## config.mk

```make
export PLATFORM = sky130hd
export DESIGN_NAME = lifo_stack
export DESIGN_NICKNAME = d
export VERILOG_FILES = /design/src/rtl/lifo_stack.sv
export SDC_FILE = /design/constraint.sdc
export NUM_CORES = 1
export LEC_CHECK = 0
export CORE_MARGIN = 2
export CORE_UTILIZATION = 59
export DETAILED_ROUTE_END_ITERATION = 7
export GPL_ROUTABILITY_DRIVEN = 1
export PLACE_DENSITY = 0.79
export SYNTH_ARGS = -nofsm -noshare
export SYNTH_HDL_FRONTEND = slang
export SYNTH_SLANG_ARGS = --single-unit
```

## constraint.sdc

```tcl
create_clock -name clk -period 4.2 [get_ports clk]
set_clock_uncertainty 0.1 [all_clocks]
set_input_delay 0.84 -clock clk [delete_from_list [all_inputs] [get_ports clk]]
set_output_delay 0.84 -clock clk [all_outputs]
set_load 0.005 [all_outputs]
```

## src/rtl/lifo_stack.sv

```systemverilog
// lifo_stack: register-array LIFO with registered pop output and overflow/underflow flags.
//
// Build option:
//   LIFO_STICKY_ERR_EN  defined   -> ovf/unf are sticky and cleared by err_clr
//                       undefined -> ovf/unf pulse for one cycle after the event and
//                                    err_clr is ignored
//
// Ports:
//   clk          rising-edge clock
//   rst          asynchronous active-high reset
//   push_enable  push request this cycle
//   push_data    data to push
//   pop_enable   pop request this cycle
//   flush        synchronous empty-the-stack request (overrides push and pop)
//   err_clr      clears the sticky error flags
//   pop_data     registered popped value
//   pop_valid    one-cycle strobe: pop_data was updated this cycle
//   top_data     current top entry, 0 when the stack is empty
//   count        number of stored entries
//   full, empty  count == DEPTH, count == 0
//   ovf, unf     overflow / underflow error flags
module lifo_stack #(
    parameter int DATA_W = 8,
    parameter int DEPTH  = 16,
    localparam int CW    = $clog2(DEPTH + 1),
    localparam int AW    = $clog2(DEPTH)
) (
    input  logic              clk,
    input  logic              rst,
    input  logic              push_enable,
    input  logic [DATA_W-1:0] push_data,
    input  logic              pop_enable,
    input  logic              flush,
    input  logic              err_clr,
    output logic [DATA_W-1:0] pop_data,
    output logic              pop_valid,
    output logic [DATA_W-1:0] top_data,
    output logic [CW-1:0]     count,
    output logic              full,
    output logic              empty,
    output logic              ovf,
    output logic              unf
);

    logic [DATA_W-1:0] mem [DEPTH];

    logic [AW-1:0]     top_idx;
    logic [AW-1:0]     wr_idx;
    logic              wr_en;
    logic              accept_pop;
    logic [DATA_W-1:0] pop_src;
    logic [CW-1:0]     count_nxt;
    logic              ovf_evt;
    logic              unf_evt;

    // Only meaningful when not empty; top_data masks the empty case.
    assign top_idx  = AW'(count - CW'(1));
    assign full     = (count == CW'(DEPTH));
    assign empty    = (count == '0);
    assign top_data = empty ? '0 : mem[top_idx];

    always_comb begin
        wr_en      = 1'b0;
        wr_idx     = AW'(count);
        accept_pop = 1'b0;
        pop_src    = top_data;
        count_nxt  = count;
        ovf_evt    = 1'b0;
        unf_evt    = 1'b0;
        if (flush) begin
            count_nxt = '0;
        end else if (push_enable && pop_enable) begin
            // Simultaneous push/pop replaces the top in place; on an empty
            // stack the pushed value bypasses straight to pop_data.
            accept_pop = 1'b1;
            if (empty) begin
                pop_src = push_data;
            end else begin
                wr_en  = 1'b1;
                wr_idx = top_idx;
            end
        end else if (push_enable) begin
            if (full) begin
                ovf_evt = 1'b1;
            end else begin
                wr_en     = 1'b1;
                count_nxt = count + CW'(1);
            end
        end else if (pop_enable) begin
            if (empty) begin
                unf_evt = 1'b1;
            end else begin
                accept_pop = 1'b1;
                count_nxt  = count - CW'(1);
            end
        end
    end

    always_ff @(posedge clk or posedge rst) begin
        if (rst) begin
            count     <= '0;
            pop_data  <= '0;
            pop_valid <= 1'b0;
            ovf       <= 1'b0;
            unf       <= 1'b0;
        end else begin
            count     <= count_nxt;
            pop_valid <= accept_pop;
            if (accept_pop) begin
                pop_data <= pop_src;
            end
`ifdef LIFO_STICKY_ERR_EN
            // A new event wins over a same-cycle clear.
            ovf <= ovf_evt | (ovf & ~err_clr);
            unf <= unf_evt | (unf & ~err_clr);
`else
            ovf <= ovf_evt;
            unf <= unf_evt;
`endif
        end
    end

`ifndef LIFO_STICKY_ERR_EN
    logic unused_err_clr;
    assign unused_err_clr = err_clr;
`endif

    // Storage is not reset; writes are suppressed while rst is held.
    always_ff @(posedge clk) begin
        if (wr_en && !rst) begin
            mem[wr_idx] <= push_data;
        end
    end

endmodule

```

# --- After elaboration in Yosys (flattened, before gate mapping) ---
# Memories as Yosys holds them, arrays and structs flattened.
# Index checks and enable logic that the tools add are counted.
word_totals:
  ramBits: 128
  output_inout_bits: 26
  ff_bits: 16
  in_bits: 14
  memories: 1
  elab_cells: 51
op_classes:
  add_sub_neg: 2
  n_reduce_logical: 6
  n_eq_ne: 4
  n_mux: 33
mem_list:
  columns: ["name", "depth", "word_bits", "rd", "rd_clocked_by_memory_dff", "wr", "line", "rtl"]
  rows:
  - ["mem", 16, 8, 1, 0, 1, "45", "logic [DATA_W-1:0] mem [DEPTH];"]
op_table:
  columns: ["operator", "count"]
  rows:
  - ["$mux W8", 4]
  - ["$mux W5", 6]
  - ["$mux W1", 20]
  - ["$mux W4", 3]
  - ["$ne A3 B3 Y1 const B", 2]
  - ["$add A5 B1 Y5 const B", 1]
  - ["$eq A5 B5 Y1 const B", 1]
  - ["$logic_not A5 Y1", 1]
  - ["$sub A5 B1 Y5 const B", 1]
  - ["$reduce_and A4 Y1", 1]
  - ["$reduce_bool A3 Y1", 1]
  - ["$logic_and A1 B1 Y1", 2]
  - ["$ne A2 B2 Y1 const B", 1]
  - ["$logic_not A1 Y1", 1]

# --- Depth between registers and ports, before layout ---
# Gate-level depths: netlist (run 1).
depth:
  depth_word: 8
  mapped_depth: 11
  depth_no_buf: 8

# --- Worst setup path after synthesis (run 1) ---
# Ideal clock, no wire load.
synth_timing:
  path_kind: "flip-flop to output port"
  start: "register count[0]"
  end: "output port top_data[3]"
  arrival_ps: 2707
  stages_incl_launch_ff: 12
  required_time_ps: 3260
  setup_slack_ps: 553
  path_buffers: 5
  cell_sequence: "dfrtp_1 > buf_6 > buf_2 > inv_1 > ha_1 > buf_4 > buf_4 > clkbuf_1 > mux4_2 > mux2i_1 > nor2_1 > or2_2"
synth_between:
  elab_chain_cells: 3
  word_cells_on_any_way: 4
  cone_classes: "add/sub (1); mux (1); reduce/logical (1); memory (1)"
synth_rtl:
  columns: ["element", "line", "rtl"]
  rows:
  - ["from (decl)", "38", "output logic [CW-1:0] count,"]
  - ["from (signal assigned)", "107", "count <= count_nxt;"]
  - ["$sub A5 B1 Y5", null, null]
  - ["$mem_v2 Z16 W8", null, null]
  - ["$mux W8 (*)", "60", "assign top_data = empty ? '0 : mem[top_idx];"]
  - ["to (decl)", "37", "output logic [DATA_W-1:0] top_data,"]
# Mark *: on every way between the ends. The rest lies on a longest branch, timed or not.

# --- Final worst setup path (run 1) ---
layout_timing:
  start: "register count[1]"
  end: "output port top_data[3]"
# Same word-level chain as after synthesis.

==> impl.org, run 1 <==
** Yosys
- In the synthesized netlist, the number of instances is 346.
- Proportion of synthesized flip-flops having asynchronous set or reset :: 11.1%
- Post-synthesis xor/xnor area fraction :: 1.29%
- Top flip-flop cell by instance count after synthesis :: edfxtp_1
- Of the post-synthesis cell area, the part taken by muxes is 14.5%.
- Of the total synthesized cell area, the portion taken by full adders, half adders and majority gates is 0.623%.
- Of the total synthesized cell area, the portion taken by AND, OR, NAND and NOR gates is 6.61%.
- By area, the combinational part of the netlist is dominated by multiplexers.
- Seq/Total Area, Yosys :: 70.5%
- Synth Area in Compound Gates :: 4.45%
- Distinct cell type count after synthesis :: 47
- Number of enable-type register cells in the synthesized netlist :: 128
- Cell area after synthesis :: 0.00602 sq mm
- After synthesis the netlist holds a flip-flop and latch count of 144.
- The average instance in the mapped netlist occupies 17.4 sq um.
- The Yosys step of the flow raised 0 warnings.
- Synthesis produced a netlist with a net count of 363.

** Hold path
- Worst hold endpoint :: pop_data[3]
- In this run the worst hold path is classified as reg -> reg.
- Min-Delay Startpoint :: pop_data[3]
- Number of cells on the worst hold path :: 1

** Timing
- Setup-failing EPs final :: 0
- The total count of hold-check failures in the final report was 0.
- Setup repair after global routing left no endpoint under its margin.
- Final Worst Setup Slack :: 0.184 ns
- Min Tclk post-route :: 4.02 ns
- For the pin with the worst max-slew slack, the measured transition is 0.748 ns.
- In this run the tightest slew margin relative to its limit is 50.1%.
- Final Max Slew Viols :: 0
- Setup total negative slack :: 0 ns
- Peak clock frequency supported by timing :: 0.249 GHz
- Final Hold Slack :: 0.405 ns
- Portion of the clock cycle consumed by the worst path in the final layout :: 95.6%

** Global routing
- The first global-routing pass estimated 20900 um of wire.
- Highest-utilization routing layer at the global route stage :: met2
- For this run, global-route usage on met3 was measured as 6.80%.
- The number of antenna violations at the first check in global routing is 0.
- Global router's overall resource usage :: 26.9%
- Number of global-route vias before repair :: 3493
- Global routing used 34.4% of the available met1 tracks.
- Met2 layer usage reported by global route :: 44.8%
- After global routing the overflow that remains totals 0.
- Maximum number of pins on one net before global-route repair :: 22

** Worst setup path
- The worst setup path is of the reg -> out kind.
- Data on the critical path is required at its endpoint by 3.26 ns.
- Sort of element at the end of the critical path :: primary output
- Data arrives at the worst endpoint at 3.08 ns.
- In this run the critical register-to-register path is launched from count[2].
- Of all nets on the critical path, the largest fanout is 11.
- For flop-to-flop paths, the worst setup slack is 0.92 ns.
- The endpoint identified for the worst register-to-register timing path is mem[10][1].
- The worst setup path is launched from a register.
- The worst register-to-register path has a depth of 7.

** Placed design
- DP Wirelength :: 8550 um
- Count of input and output buffers :: 38
- Before CTS, the worst setup slack after placement is 0.484 ns.
- GP Congestion :: 0.797
- After detailed placement, the total cell area comes to 0.00669 sq mm.

** CTS
- Number of CTS-inserted buffers :: 17
- The tree is rooted in a clkbuf_8.
- Once the clock tree was built, the resizer swapped 2 gates to a different size.
- Post-CTS setup buffer count :: 0
- Deepest clock path buffer count :: 2
- For this design, the CTS-stage hold fixing added 0 buffers.
- Clock tree from TritonCTS :: built
- At the later pin of the worst-skew pair, clock insertion delay measures 0.52 ns.
- Number of H-tree levels :: 4
- Clock-pin slew was measured on the worst setup and hold paths at 0.07 ns.
- The clock net in this run drives a total of 144 sinks.

** Floorplan
- Die Height :: 105 um
- Placeable Area :: 0.00982 sq mm
- The die covers 0.0110 sq mm.
- Once the floorplan was initialized, standard cells occupied 61.3% of the core.
- Measured along the x axis, the die boundary spans 105 um.
- Ports :: 40
- Row generation in the floorplan step produced 36 rows.

** Drt
- Detailed routing inserted a total of 3470 vias.
- Drt total wl :: 13700 um
- DRC violation count after routing :: 0
- DRC violation total after the first TritonRoute iteration :: 376
- Using the TritonRoute via totals, the vias-per-cell ratio works out to 6.19.
- Routed wire length per instance :: 24.4 um
- Once detail routing completed, the nets flagged for antenna violations numbered 0.
- Number of optimization iterations in the first detailed-route pass :: 5

** Power
- Static leakage :: 2.54 nW
- Max IR drop VDD :: 471 uV
- Pwr/cell area :: 598 mW/mm^2
- Summing internal, switching and leakage power gives 4.40 mW.

** Status
- The run finished with clean final reports.

** Flow run
- Max-cap violations in this run came to 0.

** Final layout
- From synthesis to final layout, the design area changed by 22.1%.
- Final instance area :: 0.00735 sq mm
- 0 antenna diodes ended up in the layout.
- The filler cells instantiated in the layout total 591.
- Fraction of layout cells with a size suffix above 1 :: 23.6%
- Net count reported at finish :: 432
[kinds of logic after synthesis]
kind of cell	count (synthesis)
muxes	46
AOI/OAI and AO/OA	38
buffers and inverters	25
xor gates and xnor gates	8
adders and majority gates	3
DFF	144
and+or+nand+nor	82
[stage by stage]
| stage | std cells | util, % |
|---|---|---|
| 2_1_floorplan | 346 | - |
| 6_report | 561 | 74.9 |
| 3_5_place_dp | 529 | 68.2 |
| 4_1_cts | 561 | 74.5 |
| 3_3_place_gp | 529 | 68.2 |
| 5_1_grt | 561 | 74.9 |
[cell usage after synthesis, types with 2 or more instances]
| library cell | instances | area (sq um) |
|---|---|---|
| nand2b_1 | 6 | 37.5 |
| nor2_1 | 28 | 105 |
| clkbuf_1 | 6 | 22.5 |
| mux2i_1 | 13 | 130 |
| o21ai_0 | 6 | 30.0 |
| nand3_1 | 6 | 30.0 |
| ha_1 | 3 | 37.5 |
| o31a_1 | 2 | 17.5 |
| xnor2_1 | 6 | 52.6 |
| edfxtp_1 | 128 | 3840 |
| o22ai_1 | 8 | 50.1 |
| mux4_2 | 33 | 743 |
| inv_1 | 7 | 26.3 |
| a21oi_1 | 4 | 20.0 |
| nand4_1 | 2 | 12.5 |
| nor3_1 | 2 | 10.0 |
| buf_4 | 4 | 30.0 |
| nand2_1 | 27 | 101 |
| dfrtp_1 | 16 | 400 |
| buf_2 | 6 | 30.0 |
| o22a_1 | 7 | 61.3 |
[worst max-delay path by stage]
stage	from	endpoint	slack [ns]	depth (start not counted)
finish	count[1]	top_data[3]	0.18	8
global route	count[1]	top_data[3]	0.06	8
CTS	count[0]	top_data[4]	0.03	6
detailed placement	count[1]	top_data[3]	0.48	8
global placement	count[1]	top_data[3]	0.54	8
floorplan	count[0]	top_data[3]	0.55	11
[cells in the final DEF, fill, tap and decap left out, drive strengths merged, types with 7 or more instances in the layout]
| cell type | n |
|---|---|
| o22ai | 8 |
| nand2 | 27 |
| o21ai | 7 |
| inv | 14 |
| clkbuf | 19 |
| mux2i | 13 |
| nor2 | 28 |
| clkdlybuf4s50 | 38 |
| mux4 | 33 |
| edfxtp | 128 |
| o22a | 7 |
| buf | 29 |
| dfrtp | 16 |
[power breakdown]
group	internal (mW)	switching, mW
logic	0.598	0.548
clock network	0.982	0.598
registers	1.63	0.0477
total	3.20	1.19
[sequential cells by signal, summed over array words and instances, names as in the netlist]
register   count
mem          128
count          5
pop_valid      1
ovf            1
unf            1
pop_data       8
[metal layers]
metal	wire length [um]	up-vias
met5	0	-
met4	385	0
met3	1120	28
met2	7060	172
met1	5100	1761
li1	-	1509
[area by class of cell]
cell class	count	area, sq um	area share, %
Timing Repair Buffer	67	609	8.29
Clock inverter	13	200	2.72
Tap cell	133	166	2.26
Inverter	8	30.0	0.408
Clock buffer	19	422	5.73
Multi-Input combinational cell	177	1680	22.8
Sequential cell	144	4250	57.7
[worst max-delay path: stages (launching register included)]
cell             delay [ns]
dfrtp_2                0.43
inv_1                  0.12
ha_4                   0.35
buf_6                  0.18
mux4_2                 0.33
a211oi_1               0.26
a311oi_1               0.10
or2_2                  0.33
clkdlybuf4s50_1        0.45
(Power assumes the default switching activity.)
==> run 2: changes to the inputs <==
--- a/config.mk
+++ b/config.mk
@@ -13,3 +13,4 @@
 export SYNTH_ARGS = -nofsm -noshare
 export SYNTH_HDL_FRONTEND = slang
 export SYNTH_SLANG_ARGS = --single-unit
+export TNS_END_PERCENT = 1
==> results of run 2 <==
Final layout, timing and power as in run 1 (identical DEF).
==> run 3: changes to the inputs <==
--- a/config.mk
+++ b/config.mk
@@ -6,10 +6,10 @@
 export NUM_CORES = 1
 export LEC_CHECK = 0
 export CORE_MARGIN = 2
-export CORE_UTILIZATION = 59
+export CORE_UTILIZATION = 54
 export DETAILED_ROUTE_END_ITERATION = 7
 export GPL_ROUTABILITY_DRIVEN = 1
-export PLACE_DENSITY = 0.79
+export PLACE_DENSITY = 0.73
 export SYNTH_ARGS = -nofsm -noshare
 export SYNTH_HDL_FRONTEND = slang
 export SYNTH_SLANG_ARGS = --single-unit
==> run 3 against run 2 <==
- final cell count increased by 0.53%
- clock power decreased by 7%
- flip-flop and latch count unchanged
- total power decreased by 3.0%
- critical path depth decreased by 1
- largest cell class unchanged
- cell area decreased by 1.1%
==> impl.org, run 3 (synthesis gave the netlist of run 1 again) <==
** Hold path
- In this run the worst hold path is classified as reg -> reg.

** Status
- The flow ran to the end, and the final reports show no timing, DRC or antenna violations.

** Power
- The clock network accounts for 34.4% of the total power.
- Fraction of power consumed by combinational cells :: 26.4%
- Internal power comes to 3.11 mW.
- Max IR drop VDD :: 312 uV
- Sequential cells account for 39.2% of the total power.
- For this design the static power due to leakage is 2.48 nW.
- Sw power :: 1.15 mW
- Power comes to 4.27 mW.
- Net switching is 27.0% of the power.
- Pwr/cell area :: 587 mW/mm^2

** Floorplan
- Die Height :: 110 um
- Once the floorplan was initialized, standard cells occupied 55.6% of the core.
- Placeable Area :: 0.0108 sq mm
- The floorplan step set the die width to 110 um.
- For this design the top-level I/O count stands at 40.
- Area of the die :: 0.0120 sq mm
- The initialized floorplan defines 38 standard-cell rows.

** Global routing
- The total overflow left after global routing is 0.
- Global routing used 23.4% of the available tracks across all layers.
- Maximum number of pins on one net before global-route repair :: 25
- Number of antenna violations at the first check in global routing :: 0
- Number of global-route vias before repair :: 3418
- The first global-routing pass estimated 19600 um of wire.

** Worst setup path
- The worst setup path is captured at a primary output.
- In this run the worst path has a maximum fanout of 22.
- STA puts the critical path data arrival time at 3.15 ns.
- The critical path is of the reg -> out type.
- Data required time at the worst endpoint :: 3.26 ns
- Critical path launch point type :: register

** CTS
- The H-tree generated during clock tree synthesis spans 4 levels.
- Worst-Skew Late Latency :: 0.53 ns
- Root buf cell :: clkbuf_8
- Clock transition at path regs :: 0.06 ns
- Sinks on Clock Net :: 144
- Deepest clock path buffer count :: 2
- TritonCTS created 17 clock buffers.
- After clock tree synthesis, the flow added hold-fix buffers numbering 0.
- Buffers added to address setup during post-CTS repair amount to 0.
- Clock tree from TritonCTS :: built

** Placed design
- DP Wirelength :: 8400 um
- The congestion estimate from routability-driven global placement came to 0.848.
- Count of input and output buffers :: 38
- The number of placed instances, taps included, is 532.

** Final layout
- Max reg flops :: 128
- Synth-to-layout area growth :: 20.8%
- Leaving out fill and tap cells, the most frequent cell in the layout is edfxtp_1.
- In the final layout, the registers with the most flip-flops are mem x128, pop_data x8, count x5.
- Counting flops per register, the top entry is mem.
- The final layout contains 428 nets.
- Excluding fillers, the count of instances in the completed layout stands at 564.
- The number of antenna diodes in the final layout is 0.
- Share of the core filled with cells in the final layout :: 67.1%
- Fraction of layout cells with a size suffix above 1 :: 22.9%
- In the layout the commonest cells are edfxtp_1 (128), clkdlybuf4s50_1 (38), mux4_2 (33).

** Timing
- Final Max Slew Viols :: 0
- Worst slew margin relative to its limit :: 42.4%
- Final hold analysis gives a worst-case slack of 0.411 ns.
- Portion of the clock cycle consumed by the worst path in the final layout :: 97.5%
- RSZ-0062 raised after global routing :: no
- After routing, the total negative slack on setup checks comes to 0 ns.
- Final hold viol count :: 0
- Subtracting the final worst setup slack from the clock period gives 4.09 ns.
- Timing would allow up to 0.244 GHz.
- Setup-failing EPs final :: 0
- Actual slew at the worst max-slew pin :: 0.863 ns

** Drt
- Detailed-route via count :: 3419
- The first detailed-routing pass ran for 5 iterations.
- Drt total wl :: 12700 um
- DRC violation count after routing :: 0
- Via-per-instance ratio :: 6.06
- Remaining antenna violation count after routing :: 0
- After the first detailed-routing iteration, the DRC count stood at 361.
- In the final routed layout, each cell accounts on average for 22.6 um.

** Flow run
- The tool flagged a number of max-cap violations equal to 0.
-- run 3: changes by cell type in the layout (fill, tap and decap cells not counted), moves of 2 or more --
cell	before	now
buf_4	26	24
buf_6	3	0
clkinv_2	1	3
clkinvlp_4	0	4
inv_6	4	1
inv_8	2	0
-- run 3: cell type report --
type                            instances  area, sq um
Timing Repair Buffer                   63          581
Multi-Input combinational cell        177         1660
Inverter                                8         30.0
Fill cell                             756         3560
Clock inverter                         14          165
Clock buffer                           18          418
Tap cell                              140          175
Sequential cell                       144         4250
-- run 3: stage by stage --
step           setup slack, ns  cell area [sq um]
6_report                 0.106               7280
5_1_grt                0.00732               7280
4_1_cts                 0.0656               7270
3_5_place_dp             0.398               6670
3_3_place_gp             0.433               6670
2_1_floorplan            0.553               6020
-- run 3: power groups by stage --
| stage | sequential, mW | combinational, mW | clock [mW] |
|---|---|---|---|
| 3_3_place_gp | 1.70 | 1.09 | 0 |
| 5_1_grt | 1.68 | 1.21 | 1.55 |
| 6_report | 1.67 | 1.13 | 1.47 |
| 2_1_floorplan | 1.69 | 0.673 | 0 |
| 4_1_cts | 1.67 | 1.13 | 1.49 |
| 3_5_place_dp | 1.70 | 1.11 | 0 |
-- run 3: critical path, cell delays in order (launching register included) --
cell	delay (ns)
dfrtp_2	0.44
inv_1	0.10
ha_2	0.43
buf_12	0.20
mux4_2	0.33
mux4_2	0.48
nor2b_1	0.16
clkdlybuf4s50_1	0.47
-- run 3: worst paths after layout --
kind                             start          end  slack, ns  depth (start not counted)
max                           count[1]  top_data[6]       0.11                          7
max reg2reg                   count[1]   mem[12][2]       0.98                          8
min in group asynchronous          rst     count[4]       0.77                          2
min reg2reg                pop_data[7]  pop_data[7]       0.41                          1
min                        pop_data[7]  pop_data[7]       0.41                          1
max in group asynchronous          rst     count[0]       2.64                          2
-- run 3: what timing repair did --
action / CTS / global route
hold endpoints to repair: 0 / 0
resized for setup: 4 / 2
setup endpoints to repair: 2 / 2
-- run 3: metal layers --
metal | GRT usage (%) | wire, um | up-vias
met5 | 0 | 0 | -
met4 | 9.13 | 254 | 0
met3 | 5.93 | 890 | 25
met2 | 36.4 | 6170 | 153
met1 | 32.2 | 5420 | 1747
li1 | - | - | 1494
